--- src/rtl/prog_clk_div_if.sv ---
// Configuration write bus for prog_clk_div: strobe, channel select and new half-period.
interface prog_clk_div_if #(
    parameter int CNT_W = 26
);
    logic             cfg_we;
    logic [3:0]       cfg_ch;
    logic [CNT_W-1:0] cfg_half;

    modport master (output cfg_we, cfg_ch, cfg_half);
    modport slave  (input  cfg_we, cfg_ch, cfg_half);
endinterface

--- src/rtl/prog_clk_div.sv ---
// Multi-channel runtime-programmable divider: 50% duty outputs, rising-edge ticks,
// shadowed half-periods that take effect only at half-period boundaries.
module prog_clk_div #(
    parameter int                      NUM_CH   = 4,
    parameter int                      CNT_W    = 26,
    parameter logic [NUM_CH*CNT_W-1:0] DEF_HALF = {26'd25, 26'd25000, 26'd250000, 26'd25000000}
) (
    input  logic                clk_50mhz,
    input  logic                rst,
    input  logic [NUM_CH-1:0]   en,
    input  logic                resync,
    prog_clk_div_if.slave       cfg,
    output logic [NUM_CH-1:0]   clk_out,
    output logic [NUM_CH-1:0]   tick,
    output logic [NUM_CH-1:0]   pend
);
    logic [NUM_CH-1:0][CNT_W-1:0] cnt_q, cnt_d;
    logic [NUM_CH-1:0][CNT_W-1:0] act_q, act_d;
    logic [NUM_CH-1:0][CNT_W-1:0] shd_q, shd_d;
    logic [NUM_CH-1:0]            clk_q, clk_d;
    logic [NUM_CH-1:0]            tick_q, tick_d;
    logic [NUM_CH-1:0]            pend_q, pend_d;

    always_comb begin
        cnt_d  = cnt_q;
        act_d  = act_q;
        shd_d  = shd_q;
        clk_d  = clk_q;
        tick_d = '0;
        pend_d = pend_q;
        for (int i = 0; i < NUM_CH; i++) begin
            if (resync) begin
                cnt_d[i]  = '0;
                clk_d[i]  = 1'b0;
                act_d[i]  = shd_q[i];
                pend_d[i] = 1'b0;
            end else if (en[i]) begin
                if (act_q[i] == '0) begin
                    // Illegal zero half-period parks the channel low until a legal shadow arrives
                    cnt_d[i] = '0;
                    clk_d[i] = 1'b0;
                    act_d[i] = shd_q[i];
                end else if (cnt_q[i] == act_q[i] - CNT_W'(1)) begin
                    cnt_d[i]  = '0;
                    clk_d[i]  = ~clk_q[i];
                    tick_d[i] = ~clk_q[i];
                    act_d[i]  = shd_q[i];
                    pend_d[i] = 1'b0;
                end else begin
                    cnt_d[i] = cnt_q[i] + CNT_W'(1);
                end
            end
            // A write in the same cycle as a boundary or resync lands after the shadow was consumed
            if (cfg.cfg_we && cfg.cfg_ch == 4'(i)) begin
                shd_d[i]  = cfg.cfg_half;
                pend_d[i] = 1'b1;
            end
        end
    end

    always_ff @(posedge clk_50mhz) begin
        if (rst) begin
            cnt_q  <= '0;
            act_q  <= DEF_HALF;
            shd_q  <= DEF_HALF;
            clk_q  <= '0;
            tick_q <= '0;
            pend_q <= '0;
        end else begin
            cnt_q  <= cnt_d;
            act_q  <= act_d;
            shd_q  <= shd_d;
            clk_q  <= clk_d;
            tick_q <= tick_d;
            pend_q <= pend_d;
        end
    end

    assign clk_out = clk_q;
    assign tick    = tick_q;
    assign pend    = pend_q;
endmodule

--- src/flat_wrapper.sv ---
// flat-port wrapper written by rule: the top's interface ports become plain ports
module prog_clk_div_flat 
#(
    parameter int                      NUM_CH   = 4,
    parameter int                      CNT_W    = 26,
    parameter logic [NUM_CH*CNT_W-1:0] DEF_HALF = {26'd25, 26'd25000, 26'd250000, 26'd25000000}
)
  (clk_50mhz, rst, en, resync, clk_out, tick, pend, cfg_cfg_we, cfg_cfg_ch, cfg_cfg_half);
  prog_clk_div_if #(.CNT_W(CNT_W)) cfg_i ();
  input  logic clk_50mhz;
  input  logic rst;
  input  logic [NUM_CH-1:0] en;
  input  logic resync;
  output logic [NUM_CH-1:0] clk_out;
  output logic [NUM_CH-1:0] tick;
  output logic [NUM_CH-1:0] pend;
  input wire logic [$bits(cfg_i.cfg_we)-1:0] cfg_cfg_we;
  input wire logic [$bits(cfg_i.cfg_ch)-1:0] cfg_cfg_ch;
  input wire logic [$bits(cfg_i.cfg_half)-1:0] cfg_cfg_half;
  assign cfg_i.cfg_we = cfg_cfg_we;
  assign cfg_i.cfg_ch = cfg_cfg_ch;
  assign cfg_i.cfg_half = cfg_cfg_half;
  prog_clk_div #(.NUM_CH(NUM_CH), .CNT_W(CNT_W), .DEF_HALF(DEF_HALF)) u_core (.clk_50mhz(clk_50mhz), .rst(rst), .en(en), .resync(resync), .cfg(cfg_i), .clk_out(clk_out), .tick(tick), .pend(pend));
endmodule
--- config.mk ---
export PLATFORM = sky130hd
export DESIGN_NAME = prog_clk_div_flat
export DESIGN_NICKNAME = d
export VERILOG_FILES = /design/src/rtl/prog_clk_div_if.sv /design/src/rtl/prog_clk_div.sv /design/src/flat_wrapper.sv
export SDC_FILE = /design/constraint.sdc
export NUM_CORES = 1
export LEC_CHECK = 0
export ABC_AREA = 1
export BUFFER_PORTS_ARGS = -buffer_cell sky130_fd_sc_hd__buf_2
export CORE_AREA = 3 3 201 183
export DETAILED_ROUTE_END_ITERATION = 6
export DIE_AREA = 0 0 204 186
export PLACE_DENSITY = 0.71
export SLEW_MARGIN = 15
export SYNTH_ARGS = -nofsm -noshare
export SYNTH_HDL_FRONTEND = slang
export SYNTH_SLANG_ARGS = --single-unit
--- constraint.sdc ---
create_clock -name clk_50mhz -period 2.5 [get_ports clk_50mhz]
set_input_delay 0.5 -clock clk_50mhz [delete_from_list [all_inputs] [get_ports clk_50mhz]]
set_output_delay 0.5 -clock clk_50mhz [all_outputs]
set_load 0.02 [all_outputs]
Word level (Yosys, flattened, before mapping)
Cells that the tools add are included.
- flip-flop bits (word level): 324
- bits of input ports: 38
- add/sub/neg operators: 8
- eq/ne operators: 11
- multiplexer cells: 52
- bitwise logic cells: 12
- reductions and logical operators: 46
- operator list (kind ; number):
    2-to-1 mux 26 bit ; 24
    adder 26 x 1 -> 26 bit (second input constant) ; 4
    equality test 26 bit ; 4
    zero test 26 bit ; 4
    subtractor 26 x 1 -> 26 bit (second input constant) ; 4
    nonzero test 3 bit ; 12
    2-to-1 mux 1 bit ; 28
    OR reduction 5 bit ; 4
    AND reduction 2 bit ; 8
    nonzero test 2 bit ; 8
    != test 3 bit (second input constant) ; 4
    NOT 1 bit ; 12
    AND reduction 3 bit ; 4
    equality test 4 x 2 -> 1 bit (second input constant) ; 2
    equality test 4 x 1 -> 1 bit (second input constant) ; 1
    logical AND 1 bit ; 4
    zero test 4 bit ; 1
    OR reduction 2 bit ; 1

Logic depth before layout (Yosys ltp)
- word-level depth: 7
- mapped depth: 19

Worst setup path before layout
Ideal clock, no wire load.
- path type: register to register
- start point: register u_core.act_q[52] in the netlist's numbering
- end point: register u_core.act_q[52] in the netlist's numbering
- arrival: 2.159 ns
- required time: 2.385 ns
- slack: 0.226 ns
- stages on the path, launching flop included: 18
- path buffers: 2
- period minus slack after synthesis: 2.274 ns
- cell sequence: dfxtp_1 > inv_1 > ha_1 > nand3_4 > nor2_8 > nand2_2 > nand2_1 > nand2_1 > nor2_1 > nand2_1 > nor2_1 > nand3_1 > o21ai_2 > nand2_2 > buf_6 > buf_6 > a21oi_1 > nor2_1
- word-level cells in the longest chain between the ends: 4
- elaborated cells on any way between the ends: 8
- those cells by class: add/sub (1); eq/ne (1); mux (3); reduce/logical (3)
- ends and longest elaborated chain (what ; line ; RTL):
    start, declared ; prog_clk_div.sv:18 ; logic [NUM_CH-1:0][CNT_W-1:0] act_q, act_d;
    start signal, assigned ; prog_clk_div.sv:71 ; act_q <= act_d;
    subtractor 26 x 1 -> 26 bit or zero test 26 bit (tied branches) ; prog_clk_div.sv:43, prog_clk_div.sv:38 ;
    equality test 26 bit or 2-to-1 mux 26 bit (tied branches) ; prog_clk_div.sv:43, prog_clk_div.sv:38 ;
    nonzero test 3 bit (no source line) or 2-to-1 mux 26 bit (tied branches) ; n/a ;
    AND reduction 2 bit (no source line) or 2-to-1 mux 26 bit (tied branches) ; n/a ;
Parallel ways exist; a longest one is shown, timed or not. The select of a mux whose other input is x is not followed.
A chain may end at the register's enable or synchronous reset.

Worst setup path after layout
- start point: register u_core.act_q[62] in the netlist's numbering
- end point: register u_core.act_q[65] in the netlist's numbering
Same word-level chain as after synthesis.

==> flow_metrics.tcl <==
set metrics [dict create \
    status "complete, but fails checks" \
    violations "setup timing" \
    grt_pass1_wl_um 92800 \
    drive_above_1_share_pct 20.2 \
    syn_inst 2950 \
    crit_slowest_cell "dfxtp_1" \
    holdBufCountCts 0 \
    fin_skew_ps 18.9 \
    viasPerCell 5.47 \
    h-tree-depth 2 \
    core_area_mm2 0.0349 \
    n_fill_cell 3086 \
    drt_iter0_drc 1665 \
    final-hold-violation-count 0 \
    clockBufferDepth 3 \
    clockRootBuffer "clkbuf_16" \
    fin_ws_ps -73.2 \
    setup_tns_ps -81.9 \
    path_clk_slew_ps 60 \
    drt.antenna.violating_nets 0 \
    fin_crit_ps 2570 \
    slowest_delay_ps 370 \
    max-cap-violations 0 \
    final_cell_area_mm2 0.0237 \
    relSlewSlack_pct 62.2 \
    fp.dieArea_mm2 0.0379 \
    die_y_um 186 \
    worstSkewPairLatency_ps 560 \
    num_rows 65 \
    cp_num_buf_inv 1 \
    fmax_mhz 389 \
    place_ws_ps -42.9 \
    cts_tree "done" \
    drt-total-wl_um 62200 \
    dp_hpwl_um 43400 \
    maxSlewViolCount 0 \
    rsz0062_at_grt "true" \
    netlist_area_mm2 0.0191 \
    die_w_um 204 \
    synthArstFlopShare_pct 0 \
    p_leak_uw 0.0106 \
    yosysWarnings 0 \
    path_class "register to register" \
    drc 0 \
    place_area_mm2 0.0207 \
    worstPathRequired_ps 2920 \
    synth_cell_types 54 \
    pin_count 50 \
    final_nets 3172 \
    vias 19811 \
    synth_edf_count 0 \
    wl_per_cell_um 17.2 \
    min_path_type "input pin to register" \
    cts_buffers 36 \
    areaGrowthSynthToFinish_pct 24.1 \
    path_cells "nor2_2 > nand2_1 > nor2_1 > nand2_1 > nor2_2 > xor2_1 > nand2_1 > nor2_2 > nand3_4 > o21ai_4 > nand2_8 > buf_8 > nand3_1 > nand3_1" \
    n_antenna_cell 0 \
    cp.arrival_ps 2990 \
    track_usage_pct 30.4 \
    start_util_pct 54.8 \
    dr.pass1.iters 6 \
    finalCritPeriodShare_pct 103 \
    critPathLaunchType "register" \
    gp_congestion 0.970 \
    endpoint_kind "register" \
    synth_nets 2996 \
    io_buffers 49 \
    antenna_found_initial 0 \
    cts_sinks 324 \
    ir_worst_vdd_mv 0.755 \
    grt_pass1_vias 17799 \
    worstMarginPinSlew_ps 568 \
    ys_ff_latch 324 \
    cp_top_family "simple AND/OR/NAND/NOR gates" \
    ys.flop_type "dfxtp_1" \
    setup_violations 3 \
    grt_max_degree 62 \
    grt_overflow 0 \
    avgSynthCellArea_um2 6.48 \
    cp_max_fo 11 \
    seq_area_frac_synth_pct 33.9 \
    power.density_mw_per_mm2 557 \
]
-- layout make-up --
type	instances	area (µm²)	share of cell area, %
clock inverters	22	273	1.15
well taps	469	587	2.47
inverters	322	1230	5.17
repair buffers	236	2180	9.19
clock buffers	44	1000	4.22
multi-input cells	2206	12000	50.4
flip-flops and latches	324	6510	27.4
-- logic make-up (layout without fill, tap and decap cells) --
family | Yosys count | after routing | share of synthesized area (%)
AOI/OAI and AO/OA | 291 | 291 | 8.13
xor gates and xnor gates | 154 | 154 | 7.24
adders and majority gates | 8 | 8 | 0.524
buffers and inverters | 424 | 624 | 9.02
DFF | 324 | 324 | 33.9
and+or+nand+nor | 1749 | 1753 | 41.2
-- where the power goes --
group	internal, µW	switching [µW]	total (µW)
clock	3410	2330	5740
sequential	5320	185	5500
combinational	760	1220	1980
-- metrics by stage --
stage / power, µW / cells / util, % / hold WS, ps
2_1_floorplan: 6680 / 2950 / - / 429
3_3_place_gp: 7240 / 3504 / 59.3 / 439
3_5_place_dp: 7270 / 3504 / 59.3 / 448
4_1_cts: 13000 / 3570 / 63.1 / 228
5_1_grt: 13700 / 3623 / 68.0 / 259
6_report: 13200 / 3623 / 68.0 / 276
-- final timing paths --
kind                     from          endpoint  slack, ps  cells past startpoint
max          u_core.act_q[62]  u_core.act_q[65]        -70                     14
min          cfg_cfg_half[12]  u_core.shd_q[38]        280                      3
max reg2reg  u_core.act_q[62]  u_core.act_q[65]        -70                     14
min reg2reg  u_core.shd_q[49]  u_core.shd_q[49]        460                      2
-- what timing repair did --
item	in CTS	in global routing
pin swaps	1	75
gates cloned	0	22
gates resized for setup	8	277
endpoints found under the setup margin	54	216
buffers inserted	0	31
-- synth_stat cells (11+ instances only) --
master	number	share of area, %
nand4_1	72	2.4
nor4_1	11	0.36
nor2_4	11	0.65
nand3b_1	16	0.63
nand3_1	312	8.2
o21ai_0	123	3.2
buf_6	11	0.65
nor2_1	521	10
nor2_2	25	0.82
dfxtp_1	324	34
nor3_1	64	1.7
inv_2	15	0.29
buf_2	14	0.37
nand3_2	30	1.6
clkbuf_1	62	1.2
nand2_2	15	0.49
inv_1	298	5.9
a21oi_1	128	3.4
xnor2_1	41	1.9
nand2_1	645	13
xor2_1	110	5.0
-- flip-flops by register name, summed over array words and instances (netlist names) --
register,flops
u_core.act_q,104
u_core.clk_out,4
u_core.shd_q,104
u_core.pend,4
u_core.tick,4
u_core.cnt_q,104
-- placed cells by master, fill, tap and decap left out, types with 11 or more instances in the layout --
cell       instances
nand2_2           39
o21ai_0          121
clkbuf_16         49
nor2_1           446
nor3_1            59
xor2_1           101
a21oi_1          116
nand3b_1          16
inv_2             20
nand2_1          612
a21oi_2           11
xnor2_1           41
buf_4            138
nor2_2            67
nand3_2           60
nor2_4            46
nand3_1          275
inv_1            289
buf_6             15
buf_12            20
nand2_4           12
dfxtp_2           17
buf_2             49
nand4_1           72
dfxtp_1          307
-- worst min-delay path, delay by kind of cell --
family,cells,cell delay [ps]
buffers and inverters,1,170
AND/OR/NAND/NOR,2,130
-- layer usage --
layer / vias up / global-route usage (%) / part of all wire (%)
li1: 9857 / - / -
met1: 9195 / 41.5 / 44
met2: 635 / 49.4 / 46
met3: 124 / 4.93 / 6.9
met4: 0 / 9.77 / 2.9
met5: - / 0 / 0
No activity file was read; power rests on OpenSTA's default activity.
